$ cat src/rtl/crc_fcs_inserter.sv
// Buffers frame words alongside a CRC engine and re-emits each frame on a valid/ready
// stream with the engine's CRC appended as a trailing full-width FCS beat.
module crc_fcs_inserter #(
    parameter int DIN_WIDTH      = 32,
    parameter int LAST_DIN_WIDTH = 16,
    parameter int WIDTH          = 32,
    parameter int DATA_DEPTH     = 64,
    parameter int CRC_DEPTH      = 4
) (
    input  logic                   clk,
    input  logic                   rst,
    input  logic [DIN_WIDTH-1:0]   din,
    input  logic                   din_valid,
    input  logic                   din_first,
    input  logic                   din_last,
    input  logic [WIDTH-1:0]       crc_out,
    input  logic                   crc_out_valid,
    output logic [DIN_WIDTH-1:0]   dout,
    output logic [DIN_WIDTH/8-1:0] dout_keep,
    output logic                   dout_first,
    output logic                   dout_last,
    output logic                   dout_valid,
    input  logic                   dout_ready,
    output logic                   overflow
);

    localparam int KEEP_W     = DIN_WIDTH / 8;
    localparam int LAST_BYTES = LAST_DIN_WIDTH / 8;
    localparam int DA_W       = $clog2(DATA_DEPTH);
    localparam int CA_W       = $clog2(CRC_DEPTH);

    localparam logic [KEEP_W-1:0] KEEP_ALL  = '1;
    localparam logic [KEEP_W-1:0] KEEP_LAST = ~(KEEP_ALL >> LAST_BYTES);

    typedef struct packed {
        logic [DIN_WIDTH-1:0] data;
        logic                 first;
        logic                 last;
    } data_entry_t;

    typedef enum logic [1:0] {
        IDLE,
        DATA,
        FCS
    } state_t;

    // ------------------------------------------------------------------
    // Storage and pointers
    // ------------------------------------------------------------------
    data_entry_t          data_mem [DATA_DEPTH];
    logic [WIDTH-1:0]     crc_mem  [CRC_DEPTH];

    logic [DA_W:0]        data_wr_ptr, data_rd_ptr, data_count;
    logic [CA_W:0]        crc_wr_ptr, crc_rd_ptr;
    logic [DA_W-1:0]      data_rd_addr;

    logic                 data_full, data_empty, data_avail;
    logic                 crc_full, crc_empty;
    logic                 in_frame;
    logic                 data_want, data_push, data_drop, data_pop;
    logic                 crc_push, crc_drop, crc_pop;
    logic                 transfer;

    data_entry_t          data_head;
    logic [WIDTH-1:0]     crc_head;

    // ------------------------------------------------------------------
    // Output register and FSM
    // ------------------------------------------------------------------
    state_t               state, state_n;
    logic [DIN_WIDTH-1:0] dout_n;
    logic [KEEP_W-1:0]    keep_n;
    logic                 first_n, last_n, valid_n;
    logic                 cur_is_last, cur_is_last_n;
    logic                 load_data, load_crc;

    assign transfer = dout_valid & dout_ready;

    // A buffered word stays in the FIFO until its beat is accepted downstream.
    assign data_pop = transfer & (state == DATA);
    assign crc_pop  = transfer & (state == FCS);

    assign data_empty = (data_wr_ptr == data_rd_ptr);
    assign data_full  = (data_wr_ptr[DA_W] != data_rd_ptr[DA_W]) &&
                        (data_wr_ptr[DA_W-1:0] == data_rd_ptr[DA_W-1:0]);
    assign crc_empty  = (crc_wr_ptr == crc_rd_ptr);
    assign crc_full   = (crc_wr_ptr[CA_W] != crc_rd_ptr[CA_W]) &&
                        (crc_wr_ptr[CA_W-1:0] == crc_rd_ptr[CA_W-1:0]);
    assign data_count = data_wr_ptr - data_rd_ptr;

    // Words outside a frame opened by din_first are ignored, not counted as overflow.
    assign data_want = din_valid & (din_first | in_frame);
    assign data_push = data_want & (~data_full | data_pop);
    assign data_drop = data_want & data_full & ~data_pop;
    assign crc_push  = crc_out_valid & (~crc_full | crc_pop);
    assign crc_drop  = crc_out_valid & crc_full & ~crc_pop;

    // When the current beat leaves this cycle, the next beat comes from one entry further on.
    assign data_rd_addr = data_rd_ptr[DA_W-1:0] + DA_W'(data_pop);
    assign data_avail   = data_pop ? (data_count > (DA_W+1)'(1)) : ~data_empty;
    assign data_head    = data_mem[data_rd_addr];
    assign crc_head     = crc_mem[crc_rd_ptr[CA_W-1:0]];

    // NOTE: storage arrays carry no reset; the pointers alone decide which entries are live.
    always_ff @(posedge clk) begin
        if (data_push) begin
            data_mem[data_wr_ptr[DA_W-1:0]] <= {din, din_first, din_last};
        end
        if (crc_push) begin
            crc_mem[crc_wr_ptr[CA_W-1:0]] <= crc_out;
        end
    end

    // NOTE: sequential state uses non-blocking assignments so every register samples pre-edge values.
    always_ff @(posedge clk) begin
        if (rst) begin
            data_wr_ptr <= '0;
            data_rd_ptr <= '0;
            crc_wr_ptr  <= '0;
            crc_rd_ptr  <= '0;
            in_frame    <= 1'b0;
        end else begin
            if (data_push) data_wr_ptr <= data_wr_ptr + (DA_W+1)'(1);
            if (data_pop)  data_rd_ptr <= data_rd_ptr + (DA_W+1)'(1);
            if (crc_push)  crc_wr_ptr  <= crc_wr_ptr + (CA_W+1)'(1);
            if (crc_pop)   crc_rd_ptr  <= crc_rd_ptr + (CA_W+1)'(1);
            if (data_want) in_frame    <= ~din_last;
        end
    end

    // NOTE: every signal written here gets its hold value first, so no path can infer a latch.
    always_comb begin
        state_n       = state;
        dout_n        = dout;
        keep_n        = dout_keep;
        first_n       = dout_first;
        last_n        = dout_last;
        valid_n       = dout_valid;
        cur_is_last_n = cur_is_last;
        load_data     = 1'b0;
        load_crc      = 1'b0;

        case (state)
            IDLE: begin
                if (data_avail) begin
                    load_data = 1'b1;
                    state_n   = DATA;
                end
            end
            DATA: begin
                if (!dout_valid) begin
                    load_data = data_avail;
                end else if (transfer) begin
                    if (cur_is_last) begin
                        state_n = FCS;
                        if (!crc_empty) load_crc = 1'b1;
                        else            valid_n  = 1'b0;
                    end else if (data_avail) begin
                        load_data = 1'b1;
                    end else begin
                        valid_n = 1'b0;
                    end
                end
            end
            FCS: begin
                if (!dout_valid) begin
                    load_crc = ~crc_empty;
                end else if (transfer) begin
                    if (data_avail) begin
                        load_data = 1'b1;
                        state_n   = DATA;
                    end else begin
                        valid_n = 1'b0;
                        state_n = IDLE;
                    end
                end
            end
            default: begin
                state_n = IDLE;
                valid_n = 1'b0;
            end
        endcase

        if (load_data) begin
            dout_n        = data_head.data;
            keep_n        = data_head.last ? KEEP_LAST : KEEP_ALL;
            first_n       = data_head.first;
            last_n        = 1'b0;
            valid_n       = 1'b1;
            cur_is_last_n = data_head.last;
        end
        if (load_crc) begin
            dout_n        = crc_head;
            keep_n        = KEEP_ALL;
            first_n       = 1'b0;
            last_n        = 1'b1;
            valid_n       = 1'b1;
            cur_is_last_n = 1'b0;
        end
    end

    always_ff @(posedge clk) begin
        if (rst) begin
            state       <= IDLE;
            dout        <= '0;
            dout_keep   <= '0;
            dout_first  <= 1'b0;
            dout_last   <= 1'b0;
            dout_valid  <= 1'b0;
            cur_is_last <= 1'b0;
            overflow    <= 1'b0;
        end else begin
            state       <= state_n;
            dout        <= dout_n;
            dout_keep   <= keep_n;
            dout_first  <= first_n;
            dout_last   <= last_n;
            dout_valid  <= valid_n;
            cur_is_last <= cur_is_last_n;
            if (data_drop || crc_drop) overflow <= 1'b1;
        end
    end

endmodule
$ cat config.mk
export PLATFORM = sky130hd
export DESIGN_NAME = crc_fcs_inserter
export DESIGN_NICKNAME = d
export VERILOG_FILES = /design/src/rtl/crc_fcs_inserter.sv
export SDC_FILE = /design/constraint.sdc
export NUM_CORES = 2
export LEC_CHECK = 0
export CAP_MARGIN = 0
export CORE_ASPECT_RATIO = 0.9
export CORE_MARGIN = 4
export CORE_UTILIZATION = 60
export CTS_CLUSTER_SIZE = 20
export DETAILED_ROUTE_END_ITERATION = 10
export DONT_BUFFER_PORTS = 1
export GPL_TIMING_DRIVEN = 0
export PLACE_DENSITY = 0.76
export SLEW_MARGIN = 15
export SYNTH_ARGS = -nofsm -noshare
export SYNTH_HDL_FRONTEND = slang
export SYNTH_SLANG_ARGS = --single-unit
export TNS_END_PERCENT = 100
$ cat constraint.sdc
create_clock -name clk -period 11.3 [get_ports clk]
set_clock_uncertainty 0.2 [all_clocks]
set_input_delay 2.825 -clock clk [delete_from_list [all_inputs] [get_ports clk]]
set_output_delay 2.825 -clock clk [all_outputs]
set_load 0.1 [all_outputs]
==> results_tabular.tex <==
\begin{tabular}{lr}
\hline
Metric & Value \\
\hline
\multicolumn{2}{l}{\textbf{Worst setup path}} \\
\quad Data required time at the worst endpoint & about 12 ns \\
\quad Arrival time at the worst endpoint & 8.19 ns \\
\quad Sort of element at the end of the critical path & register \\
\quad Category of the critical setup timing path & input pin to register \\
\quad Critical Path Start Type & input pin \\
\quad Highest net fanout along the worst path & 10 \\
\multicolumn{2}{l}{\textbf{Synthesis}} \\
\quad Cell area after synthesis & 0.0906 mm² \\
\quad Number of synthesized flops with an enable pin & 2304 \\
\quad Top cells by area in the synthesized netlist & sky130\_fd\_sc\_hd\_\_edfxtp\_1 (76\%), sky130\_fd\_sc\_hd\_\_mux4\_2 (17\%), sky130\_fd\_sc\_hd\_\_dfxtp\_1 (1.4\%) \\
\quad Register bit count reported by yosys & around 2.4k \\
\quad Mean instance size in the synthesized netlist & between 20 and 25 µm² \\
\quad Sequential area share after synthesis & 77.8\% \\
\quad Post-synth top area share & 76.4\% \\
\quad Unique cell type count in the Yosys netlist & 59 \\
\quad Asr flop ratio synth & 0\% \\
\quad Number of standard cells after synthesis & about 3.8k \\
\quad Primary flip-flop cell chosen by synthesis mapping & sky130\_fd\_sc\_hd\_\_edfxtp\_1 \\
\quad Most common library cells after synthesis & sky130\_fd\_sc\_hd\_\_edfxtp\_1 (2304), sky130\_fd\_sc\_hd\_\_mux4\_2 (702), sky130\_fd\_sc\_hd\_\_nor2\_1 (134) \\
\quad Cell taking the most area after synthesis & sky130\_fd\_sc\_hd\_\_edfxtp\_1 \\
\quad Syn\_nets & around 3.9k \\
\quad Top-count cell post-synth & sky130\_fd\_sc\_hd\_\_edfxtp\_1 \\
\quad Number of warnings issued by yosys & 0 \\
\multicolumn{2}{l}{\textbf{STA}} \\
\quad RSZ-0062 raised after global routing & no \\
\quad Final clock period utilization by the worst path & 68.2\% \\
\quad Max Clk Rate & 130 MHz \\
\quad Slew of the pin with the lowest slew margin & 1.21 ns \\
\quad Worst hold slack across all endpoints & 0.312 ns \\
\quad Worst path setup slack after routing & 3.59 ns \\
\quad Final critical path time including I/O delays and setup & between 7 and 8 ns \\
\quad Fin. Hold Viols & 0 \\
\quad Final setup viols & 0 \\
\quad Remaining max-slew budget at the tightest pin & about a fifth \\
\quad Final sum of negative setup slack & 0 ns \\
\quad Max Transition Viols Final & 0 \\
\multicolumn{2}{l}{\textbf{Pwr}} \\
\quad Areal power density over the cells & roughly 180 mW/mm² \\
\quad IR drop worst, VDD & 0.196 mV \\
\quad Clock group share of total power & approximately two fifths \\
\quad Combinational share of power & between 4 and 5\% \\
\quad Switching Power & 4.01 mW \\
\quad Leakage power total & 30.9 nW \\
\quad Reg power frac & a little under three fifths \\
\quad P\_int & between 10 and 15 mW \\
\quad Switching share of power & 22.3\% \\
\multicolumn{2}{l}{\textbf{Clock network}} \\
\quad Longest Clk Path Bufs & 3 \\
\quad H-tree Lvls & 4 \\
\quad Post-cts hold buffer count & 0 \\
\quad Clock latency of the later-clocked register in the worst-skew pair & 0.84 ns \\
\quad CTS tree & built \\
\quad CTS sink count & between 2k and 2.5k \\
\quad Resize count post-CTS & 0 \\
\quad Inserted Clock Buffers & 214 \\
\quad Clk root buf & sky130\_fd\_sc\_hd\_\_clkbuf\_16 \\
\quad Clock-pin transition on the worst setup and hold timing paths & 0.07 ns \\
\quad Post CTS Setup Buffer Count & 0 \\
\multicolumn{2}{l}{\textbf{Global routing}} \\
\quad All-layer global routing usage & 32.3\% \\
\quad Total grt overflow & 0 \\
\quad Pin count of the biggest net entering global routing & 67 \\
\quad Antenna violations before repair & 7 \\
\quad Global-route wire length before repair & 354000 µm \\
\quad Via count of the first global-routing pass & 45.7k \\
\multicolumn{2}{l}{\textbf{Die}} \\
\quad IO Count & 111 \\
\quad Core Footprint & around 0.15 mm² \\
\quad Width of the die & 418 µm \\
\quad Initial core utilization & 60.8\% \\
\quad Floorplan die height & 377 µm \\
\quad Die area & 0.157 mm² \\
\quad Number of cell rows & 134 \\
\multicolumn{2}{l}{\textbf{Route}} \\
\quad Via density per instance & 7.24 \\
\quad Initial DRC Count & 8755 \\
\quad First drt pass iteration count & 9 \\
\quad Via count & 45.6k \\
\quad Drc violations & 0 \\
\quad Final ANT Viol Nets & 0 \\
\quad Final Routed Wirelength & 249000 µm \\
\quad Post-detailed-route wirelength per cell & between 30 and 40 µm \\
\multicolumn{2}{l}{\textbf{Status}} \\
\quad Run status & finished clean \\
\multicolumn{2}{l}{\textbf{Finish}} \\
\quad Area overhead of the layout relative to synthesis & 13.2\% \\
\quad Final Core Density & 68.8\% \\
\quad Final non-filler cell area & 0.102 mm² \\
\quad Nets & 4235 \\
\quad Proportion of layout cells with a drive suffix above 1 & 29.7\% \\
\multicolumn{2}{l}{\textbf{Placement}} \\
\quad Count of buffers from port buffering & 0 \\
\quad Routability congestion estimate from global placement & 0.852 \\
\quad DP Wirelength & 149000 µm \\
\quad Worst-case setup slack after placement & 3.06 ns \\
\quad DP Area & roughly 0.096 mm² \\
\multicolumn{2}{l}{\textbf{Min path}} \\
\quad Class of the worst hold path & register to register \\
\multicolumn{2}{l}{\textbf{Flow run}} \\
\quad Maxcap violations & 0 \\
\hline
\end{tabular}
## cell usage in the layout (no fill, tap or decap), types with 14 or more instances in the layout
cell type,count
sky130_fd_sc_hd__clkinv_1,50
sky130_fd_sc_hd__bufinv_16,17
sky130_fd_sc_hd__edfxtp_1,2304
sky130_fd_sc_hd__a22o_1,29
sky130_fd_sc_hd__buf_4,23
sky130_fd_sc_hd__nor2_1,69
sky130_fd_sc_hd__buf_12,70
sky130_fd_sc_hd__buf_16,25
sky130_fd_sc_hd__a21oi_1,14
sky130_fd_sc_hd__ha_1,19
sky130_fd_sc_hd__dfxtp_1,64
sky130_fd_sc_hd__nand4_1,19
sky130_fd_sc_hd__a311oi_1,26
sky130_fd_sc_hd__xnor2_1,17
sky130_fd_sc_hd__mux4_2,702
sky130_fd_sc_hd__buf_6,14
sky130_fd_sc_hd__nand2_1,123
sky130_fd_sc_hd__a221o_1,26
sky130_fd_sc_hd__clkinv_2,41
sky130_fd_sc_hd__clkbuf_1,143
sky130_fd_sc_hd__inv_1,18
sky130_fd_sc_hd__buf_2,62
sky130_fd_sc_hd__nor3_1,19
sky130_fd_sc_hd__clkbuf_16,214
sky130_fd_sc_hd__nor2_4,64
## metrics by stage
stage / std cells / power, mW
final: 6300 / 18.0
after global routing: 6298 / 18.4
after global placement: 5801 / 10.9
after floorplan: 3829 / 10.7
after detailed placement: 5899 / 11.0
after CTS: 6297 / 18.0
## power groups by stage
stage / logic (mW) / registers (mW) / clock network (mW)
floorplan: 0.592 / 10.1 / 0
detailed placement: 0.851 / 10.1 / 0
finish: 0.877 / 9.93 / 7.18
global placement: 0.821 / 10.1 / 0
global route: 0.915 / 9.93 / 7.60
CTS: 0.873 / 9.93 / 7.18
## sequential cells by signal, summed over array words and instances (netlist names), named ones only
signal,count
dout,32
dout_last,1
data_mem,2176
cur_is_last,1
crc_rd_ptr,3
crc_wr_ptr,3
data_wr_ptr,7
dout_valid,1
crc_mem,128
state,2
data_rd_ptr,7
dout_keep,2
in_frame,1
overflow,1
dout_first,1
## routing by layer
| layer | part of all wire, % | vias up | global-route usage (%) |
|---|---|---|---|
| met5 | 0.017 | - | 0 |
| met4 | 5.1 | 8 | 13.5 |
| met3 | 14 | 636 | 8.62 |
| met2 | 47 | 4055 | 48.9 |
| met1 | 34 | 23800 | 45.6 |
| li1 | - | 17100 | - |
## layout make-up
| type | instances | area [µm²] |
|---|---|---|
| Clock buffer | 263 | 5560 |
| Tap cell | 1972 | 2470 |
| Sequential cell | 2368 | 70500 |
| Buffer | 208 | 1050 |
| Fill cell | 8281 | 46600 |
| Timing Repair Buffer | 99 | 2140 |
| Inverter | 18 | 67.6 |
| Antenna cell | 2 | 5.00 |
| Clock inverter | 135 | 1220 |
| Multi-Input combinational cell | 1235 | 19500 |
## cell families after synthesis
kind of cell | count (synthesis) | share of synthesized area (%)
AOI/OAI and AO/OA | 139 | 1.25
xor gates and xnor gates | 25 | 0.250
adders and majority gates | 20 | 0.285
buffers and inverters | 226 | 1.23
DFF | 2368 | 77.8
muxes | 709 | 17.5
and+or+nand+nor | 342 | 1.64
## critical path: stages
cell and delay, ns:
sky130_fd_sc_hd__and3_1 0.16, sky130_fd_sc_hd__clkbuf_1 0.25, sky130_fd_sc_hd__ha_1 0.31, sky130_fd_sc_hd__ha_1 0.74
sky130_fd_sc_hd__buf_2 0.34, sky130_fd_sc_hd__buf_1 0.80, sky130_fd_sc_hd__clkbuf_1 0.84, sky130_fd_sc_hd__mux4_2 0.46
sky130_fd_sc_hd__mux4_2 0.55, sky130_fd_sc_hd__a221o_1 0.53, sky130_fd_sc_hd__nand2_1 0.20, sky130_fd_sc_hd__a311oi_1 0.14
## final timing paths
| kind | start | to | slack, ns | depth (start not counted) |
|---|---|---|---|---|
| max | dout_ready | dout[12] | 3.59 | 12 |
| min | in_frame | in_frame | 0.31 | 2 |
| max reg2reg | dout_valid | dout[12] | 4.33 | 12 |
| min reg2reg | in_frame | in_frame | 0.31 | 2 |
Power figures use the tool's default switching activity.
